<file path="config.mk">
export PLATFORM = sky130hd
export DESIGN_NAME = pipo_load_arbiter
export DESIGN_NICKNAME = d
export VERILOG_FILES = /design/src/rtl/pipo_load_arbiter.sv
export SDC_FILE = /design/constraint.sdc
export NUM_CORES = 1
export LEC_CHECK = 0
export ABC_AREA = 1
export CAP_MARGIN = 20
export CORE_MARGIN = 5
export CORE_UTILIZATION = 49
export CTS_CLUSTER_DIAMETER = 30
export DETAILED_ROUTE_END_ITERATION = 8
export PLACE_DENSITY = 0.94
export SLEW_MARGIN = 20
export SYNTH_ARGS = -nofsm -noshare
export SYNTH_HDL_FRONTEND = slang
export SYNTH_SLANG_ARGS = --single-unit
</file>
<file path="constraint.sdc">
create_clock -name clk -period 4.45 [get_ports clk]
set_clock_uncertainty 0.1 [all_clocks]
set_input_delay 0.6675 -clock clk [delete_from_list [all_inputs] [get_ports clk]]
set_output_delay 0.6675 -clock clk [all_outputs]
set_load 0.1 [all_outputs]
</file>
<file path="src/rtl/pipo_load_arbiter.sv">
// -----------------------------------------------------------------------------
// pipo_load_arbiter
//
// Shares one WIDTH-bit parallel-in/parallel-out holding register between NREQ
// requesters. A round-robin arbiter picks one requester, pulses its grant,
// captures its word into the register, and then presents the word downstream
// with valid/ack flow control. After every ack it inserts HOLD_CYCLES idle
// cycles before the next grant may be issued.
//
// Parameters
//   WIDTH       data word width in bits
//   NREQ        number of requesters (2..8)
//   HOLD_CYCLES idle cycles after each ack before the next grant (0..15)
//
// Ports
//   clk        rising-edge clock
//   reset      synchronous active-high reset
//   req        per-requester request, held until the matching gnt bit is seen
//   req_data   packed words, requester i on bits [i*WIDTH +: WIDTH]
//   gnt        one-hot, one-cycle grant pulse (combinational)
//   out        registered holding-register word
//   out_valid  out holds an unconsumed word
//   out_src    index of the requester whose word is in out
//   out_ack    consumer accepts out (ignored while out_valid = 0)
//   busy       high while a word is held or the post-ack gap is running
//
// Build option
//   PIPO_ARB_PRIO0_EN  when defined, requester 0 has strict priority and
//                      granting it does not move the round-robin pointer.
// -----------------------------------------------------------------------------
module pipo_load_arbiter #(
  parameter int WIDTH       = 4,
  parameter int NREQ        = 4,
  parameter int HOLD_CYCLES = 2
) (
  input  logic                      clk,
  input  logic                      reset,
  input  logic [NREQ-1:0]           req,
  input  logic [NREQ*WIDTH-1:0]     req_data,
  output logic [NREQ-1:0]           gnt,
  output logic [WIDTH-1:0]          out,
  output logic                      out_valid,
  output logic [$clog2(NREQ)-1:0]   out_src,
  input  logic                      out_ack,
  output logic                      busy
);

  localparam int SRC_W = $clog2(NREQ);
  localparam int GAP_W = 4;

  typedef enum logic [1:0] {
    ST_IDLE = 2'd0,
    ST_FULL = 2'd1,
    ST_GAP  = 2'd2
  } state_t;

  state_t             state_q;
  logic [SRC_W-1:0]   ptr_q;
  logic [SRC_W-1:0]   ptr_d;
  logic [GAP_W-1:0]   gap_q;
  logic [WIDTH-1:0]   out_q;
  logic [SRC_W-1:0]   src_q;
  logic               valid_q;
  logic               busy_q;

  // ---------------------------------------------------------------------------
  // Unpack the requester words and build the "at or above pointer" mask.
  // ---------------------------------------------------------------------------
  logic [WIDTH-1:0] word [NREQ];
  logic [NREQ-1:0]  upper_mask;

  genvar gi;
  generate
    for (gi = 0; gi < NREQ; gi++) begin : g_req
      assign word[gi]       = req_data[gi*WIDTH +: WIDTH];
      assign upper_mask[gi] = (SRC_W'(gi) >= ptr_q);
    end
  endgenerate

  // Index of the lowest set bit; callers only use it when v != 0.
  function automatic logic [SRC_W-1:0] lowest_idx(input logic [NREQ-1:0] v);
    lowest_idx = '0;
    for (int i = NREQ - 1; i >= 0; i--) begin
      if (v[i]) begin
        lowest_idx = SRC_W'(i);
      end
    end
  endfunction

  // ---------------------------------------------------------------------------
  // Winner selection. The search starts at the pointer and wraps upward: the
  // lowest request at or above the pointer wins, otherwise the lowest request
  // overall (which then lies below the pointer).
  // ---------------------------------------------------------------------------
  logic [NREQ-1:0]  cand_upper;
  logic             win_found;
  logic [SRC_W-1:0] win_idx;
  logic [SRC_W-1:0] rr_idx;
  logic [SRC_W-1:0] rr_next;

  assign cand_upper = req & upper_mask;
  assign win_found  = |req;
  assign rr_idx     = (|cand_upper) ? lowest_idx(cand_upper) : lowest_idx(req);
  assign rr_next    = (rr_idx == SRC_W'(NREQ - 1)) ? '0 : rr_idx + 1'b1;

`ifdef PIPO_ARB_PRIO0_EN
  // Requester 0 overrides the rotation and leaves the pointer where it was,
  // so the remaining requesters keep their round-robin position.
  assign win_idx = req[0] ? '0    : rr_idx;
  assign ptr_d   = req[0] ? ptr_q : rr_next;
`else
  assign win_idx = rr_idx;
  assign ptr_d   = rr_next;
`endif

  // ---------------------------------------------------------------------------
  // Grant pulse. Masked during reset so a requester never sees a grant whose
  // data is not going to be captured.
  // ---------------------------------------------------------------------------
  always_comb begin
    gnt = '0;
    if ((state_q == ST_IDLE) && win_found && !reset) begin
      gnt[win_idx] = 1'b1;
    end
  end

  // ---------------------------------------------------------------------------
  // Sequencer: IDLE -> FULL on a grant, FULL -> GAP (or IDLE) on ack,
  // GAP -> IDLE when the gap counter has run down.
  // ---------------------------------------------------------------------------
  always_ff @(posedge clk) begin
    if (reset) begin
      state_q <= ST_IDLE;
      ptr_q   <= '0;
      gap_q   <= '0;
      out_q   <= '0;
      src_q   <= '0;
      valid_q <= 1'b0;
      busy_q  <= 1'b0;
    end else begin
      case (state_q)
        ST_IDLE: begin
          if (win_found) begin
            out_q   <= word[win_idx];
            src_q   <= win_idx;
            ptr_q   <= ptr_d;
            valid_q <= 1'b1;
            busy_q  <= 1'b1;
            state_q <= ST_FULL;
          end
        end

        ST_FULL: begin
          // out/out_src are left untouched so the word stays stable under
          // backpressure and keeps its last value after ack.
          if (out_ack) begin
            valid_q <= 1'b0;
            if (HOLD_CYCLES == 0) begin
              busy_q  <= 1'b0;
              state_q <= ST_IDLE;
            end else begin
              // Counter runs HOLD_CYCLES-1 .. 0, i.e. HOLD_CYCLES gap cycles.
              gap_q   <= GAP_W'(HOLD_CYCLES - 1);
              state_q <= ST_GAP;
            end
          end
        end

        ST_GAP: begin
          if (gap_q == '0) begin
            busy_q  <= 1'b0;
            state_q <= ST_IDLE;
          end else begin
            gap_q <= gap_q - 1'b1;
          end
        end

        default: begin
          valid_q <= 1'b0;
          busy_q  <= 1'b0;
          state_q <= ST_IDLE;
        end
      endcase
    end
  end

  assign out       = out_q;
  assign out_src   = src_q;
  assign out_valid = valid_q;
  assign busy      = busy_q;

endmodule

</file>
Yosys cells after proc, flatten, opt, wreduce, memory -nomap -nowiden
Cells that the tools add are included.
{"block": "totals", "reg_bits": 16, "input_bits": 23, "out_inout_bits": 12, "elab_cells": 69}
{"block": "op_classes", "addsub": 2, "n_lt_le_gt_ge": 7, "eq_ne": 7, "n_mux": 28, "bitwise": 4, "n_reduce_logical": 14}
{"op": "2-to-1 mux 2 bit", "n": 13}
{"op": "2-to-1 mux 4 bit", "n": 5}
{"op": "AND reduction 3 bit", "n": 4}
{"op": "binary-select mux 4 bit (select 2 bit)", "n": 1}
{"op": "!= test 2 bit (second input constant)", "n": 4}
{"op": "one-hot mux 4 bit (2 select lines)", "n": 1}
{"op": "OR reduction 4 bit", "n": 2}
{"op": "one-hot mux 1 bit (3 select lines)", "n": 2}
{"op": "one-hot mux 2 bit (3 select lines)", "n": 1}
{"op": "bitwise AND 4 bit", "n": 1}
{"op": "equality test 2 bit (second input constant)", "n": 2}
{"op": "greater-or-equal comparator 1 x 2 -> 1 bit (first input constant)", "n": 2}
{"op": "greater-or-equal comparator 2 bit (first input constant)", "n": 2}
{"op": "logical NOT 4 bit", "n": 1}
{"op": "2-to-1 mux 1 bit", "n": 4}
{"op": "subtractor 4 x 1 -> 4 bit (second input constant)", "n": 1}
{"op": "greater-or-equal comparator 3 bit (second input constant)", "n": 1}
{"op": "logical AND 1 bit", "n": 3}
{"op": "less-than comparator 2 x 3 -> 1 bit (second input constant)", "n": 1}
{"op": "inverter 2 -> 3 bit", "n": 1}
{"op": "adder 2 x 1 -> 2 bit (second input constant)", "n": 1}
{"op": "demux 1 bit (select 2 bit)", "n": 1}
{"op": "equality test 2 x 1 -> 1 bit (second input constant)", "n": 1}
{"op": "greater-or-equal comparator 2 x 1 -> 1 bit (second input constant)", "n": 1}
{"op": "5 further kinds", "n": 6}

Longest topological paths before layout
{"block": "logic_depth", "ltp_word": 12, "depth_mapped": 12, "depth_no_buf": 11}

Worst setup path before layout
No wires, ideal clock.
{"block": "synth_timing", "kind": "input -> output", "from": "input req[1]", "to": "output gnt[1]", "t_arrival_ns": 2.809, "required_ns": 3.682, "setup_slack_ns": 0.874, "path_stages": 10, "cell_sequence": "inv_1 -> nor2_2 -> o21a_1 -> buf_6 -> nand2_4 -> buf_6 -> inv_1 -> ha_1 -> inv_1 -> nor2_1"}
{"block": "synth_via", "elab_chain_cells": 9, "word_cells_on_any_way": 16}
{"element": "start: declaration", "line_no": "38", "text": "input logic [NREQ-1:0] req,"}
{"element": "bitwise AND 4 bit", "line_no": "101", "text": "assign cand_upper = req & upper_mask;"}
{"element": "2-to-1 mux 2 bit (2 in a row)", "line_no": "84", "text": "if (v[i]) begin"}
{"element": "2-to-1 mux 2 bit (*)", "line_no": "103", "text": "assign rr_idx = (|cand_upper) ? lowest_idx(cand_upper) : lowest_idx(req);"}
{"element": "named net rr_idx[0]", "line_no": "98", "text": "logic [SRC_W-1:0] rr_idx;"}
{"element": "less-than comparator 2 x 3 -> 1 bit (implied by the code) or greater-or-equal comparator 2 x 1 -> 1 bit (tied branches)", "line_no": "123", "text": "gnt[win_idx] = 1'b1;"}
{"element": "logical AND 1 bit (implied by the code)", "line_no": "123"}
{"element": "2-to-1 mux 1 bit (implied by the code)", "line_no": "123"}
{"element": "demux 1 bit (select 2 bit) (*)", "line_no": "123"}
{"element": "2-to-1 mux 4 bit (*)", "line_no": "122", "text": "if ((state_q == ST_IDLE) && win_found && !reset) begin"}
{"element": "end: declaration", "line_no": "40", "text": "output logic [NREQ-1:0] gnt,"}
Mark *: on every way through the listed nets, which the timed path passes. The rest lies on a longest branch.

Final worst setup path
{"block": "layout_timing", "from": "input req[1]", "to": "output gnt[3]"}
Same word-level chain as after synthesis.

==> run_results.csv <==
group,metric,value,unit
grt,grt_overflow,0,
routing,drt_iter0_drc,25,
synthesis,synthesis.area,0.00109,mm²
floorplanning,core_area,0.00217,mm²
sta,max_freq,0.290,GHz
sta,rsz0062_at_grt,"false",
layout,final_area,0.00146,mm²
clock_network,postCtsSetupBuffers,0,
worst_setup_path,critPathKind,"in2out",
synthesis,synthesis.nets,197,
floorplanning,ios,35,
worst_setup_path,cp_max_fo,13,
sta,tightest_slew,0.971,ns
clock_network,htree_num_levels,1,
clock_network,cts-hold-fix-buffers,0,
sta,maxSlewViolCount,0,
clock_network,cts_tree,"done",
sta,setup_viol_count_final,0,
layout,final_cell_mix,"inv_1 (39), clkdlybuf4s50_1 (30), nand2_1 (29), nand3_1 (21), nor2_1 (20)",
clock_network,clock_latency,0.29,ns
sta,slew-limit-headroom,35.1,%
status,status,"finished clean",
floorplanning,die_w,57.2,µm
grt,grt_pass1_vias,1046,
synthesis,synth_cell_types,22,
clock_network,cts.sinks,16,
floorplanning,dieArea,0.00327,mm²
worst_setup_path,r2r_start,"ptr_q[1]$_SDFFE_PP0N_",
routing,drcViolationCount,0,
clock_network,cts_resized,0,
synthesis,ys_seq_elements,16,
worst_setup_path,rr_endpoint,"ptr_q[1]$_SDFFE_PP0N_",
synthesis,ys_warn_count,0,
placement,detailedPlacementHpwl,2010,µm
layout,antenna_cells,0,
floorplanning,start_util,50.2,%
sta,period_needed,3.45,ns
clock_network,clk_path_buf_depth,2,
sta,fin_crit_sh,77.5,%
sta,whs,0.379,ns
worst_setup_path,endpoint,"gnt[3]",
worst_setup_path,crit_start,"req[1]",
floorplanning,row_count,17,
layout,final_common_cell,"inv_1",
routing,routed_wl,2500,µm
worst_setup_path,crit_path_start_kind,"primary input",
min_path,hold_path.class,"reg2reg",
routing,ant_nets,0,
placement,numPlacedInstances,227,
worst_setup_path,arrival,2.68,ns
sta,fin_setup_tns,0,ns
clock_network,cts_inserted_buffers,3,
routing,num_vias,1126,
routing,drt_pre_antenna_iters,5,
placement,place_area,0.00142,mm²
clock_network,path_clk_slew,0.09,ns
worst_setup_path,r2r_slack,2.48,ns
flow_run,max_cap_viol_count,0,
clock_network,ctsRootBufferMaster,"clkbuf_4",
worst_setup_path,crit_path_end_kind,"output port",
grt,grt_usage,15.6,%
layout,drive_gt1_share,9.85,%
layout,final_nets,232,
layout,fin_cells,231,
synthesis,synth_seq_area_share,29.4,%
pwr,power.leakage,0.000721,µW
layout,filler_cell_count,193,
pwr,p_per_area,381,mW/mm²
worst_setup_path,critPathRequiredTime,3.68,ns
pwr,p_total,555,µW
placement,portBuffers,34,
grt,antenna_found_initial,0,
floorplanning,dieHeight,57.2,µm
synthesis,syn-instance-count,169,
grt,grt_pass1_wl,4080,µm
placement,place.gp.congestion,0.813,
routing,wl_per_cell,10.8,µm
pwr,vdd_drop_max,253,µV
grt,grt_max_degree,16,
layout,areaGrowthSynthToFinish,33.8,%
worst_setup_path,worst_r2r_path_depth,8,
sta,final_hold_viol_count,0,
synthesis,syn_area_per_cell,6.45,µm²
routing,via_per_inst,4.87,
## state kept, by name, indices dropped and copies added (netlist names)
signal	count
busy	1
ptr_q	2
gap_q	4
state_q	2
out_valid	1
out_src	2
out	4
## cells by family after synthesis
family	after synthesis	synth area share [%]
AND/OR/NAND/NOR	84	35.4
AO/OA/AOI/OAI	20	12.6
flip-flops	16	29.4
buffers and inverters	44	16.9
adder cells (fa/ha/maj)	5	5.74
## how the worst min path moves through the flow
stage | to | cells after the start | startpoint
after floorplan | gap_q[1]$_SDFFE_PP0P_ | 2 | gap_q[1]$_SDFFE_PP0P_
after global placement | gap_q[1]$_SDFFE_PP0P_ | 2 | gap_q[1]$_SDFFE_PP0P_
after detailed placement | gap_q[1]$_SDFFE_PP0P_ | 2 | gap_q[1]$_SDFFE_PP0P_
after CTS | gap_q[1]$_SDFFE_PP0P_ | 2 | gap_q[1]$_SDFFE_PP0P_
after global routing | gap_q[1]$_SDFFE_PP0P_ | 2 | gap_q[1]$_SDFFE_PP0P_
final | gap_q[1]$_SDFFE_PP0P_ | 2 | gap_q[1]$_SDFFE_PP0P_
## through the flow
step                utilization, %  worst slack (ns)
global route                  67.2             0.882
detailed placement            65.5              1.01
global placement              65.5              1.07
CTS                           67.2              1.01
finish                        67.2              1.00
floorplan                        -             0.874
## worst max-delay path: stages
cell and delay (ns):
clkdlybuf4s50_1 0.49, inv_1 0.07, nor2_2 0.16, o21a_1 0.38
nand2_4 0.18, inv_1 0.12, ha_1 0.14, inv_1 0.04
nor2_1 0.11, buf_4 0.31
## routing by layer
metal / part of all wire (%) / track usage, % / vias to the layer above / wire [µm]
met5: 0 / 0 / - / 0
li1: - / - / 587 / -
met4: 2.8 / 8.28 / 0 / 70
met2: 51 / 28.7 / 30 / 1270
met1: 43 / 16.6 / 503 / 1080
met3: 3.5 / 3.17 / 6 / 87
## power by group
part	switching, µW	internal, µW
logic	201	83.3
registers	14.4	163
clock network	44.5	49.8
## area by class of cell
class / instances / area [µm²] / area share [%]
well taps: 28 / 35.0 / 2.40
clock buffers: 4 / 36.3 / 2.49
inverters: 40 / 150 / 10.3
flip-flops and latches: 16 / 320 / 22.0
multi-input cells: 109 / 586 / 40.2
repair buffers: 34 / 330 / 22.7
## cells in the mapped netlist (all sizes together)
cell / number / share of area, %
nor2: 22 / 8.0
dfxtp: 16 / 29
nand3: 22 / 11
nand2: 33 / 13
inv: 40 / 14
clkbuf: 1 / 0.34
ha: 5 / 5.7
o21a: 1 / 0.69
o21ai: 7 / 4.2
a31oi: 1 / 0.57
a21oi: 11 / 7.1
buf: 3 / 2.8
nor3: 6 / 2.8
or2: 1 / 0.57
No activity file was read; power rests on OpenSTA's default activity.
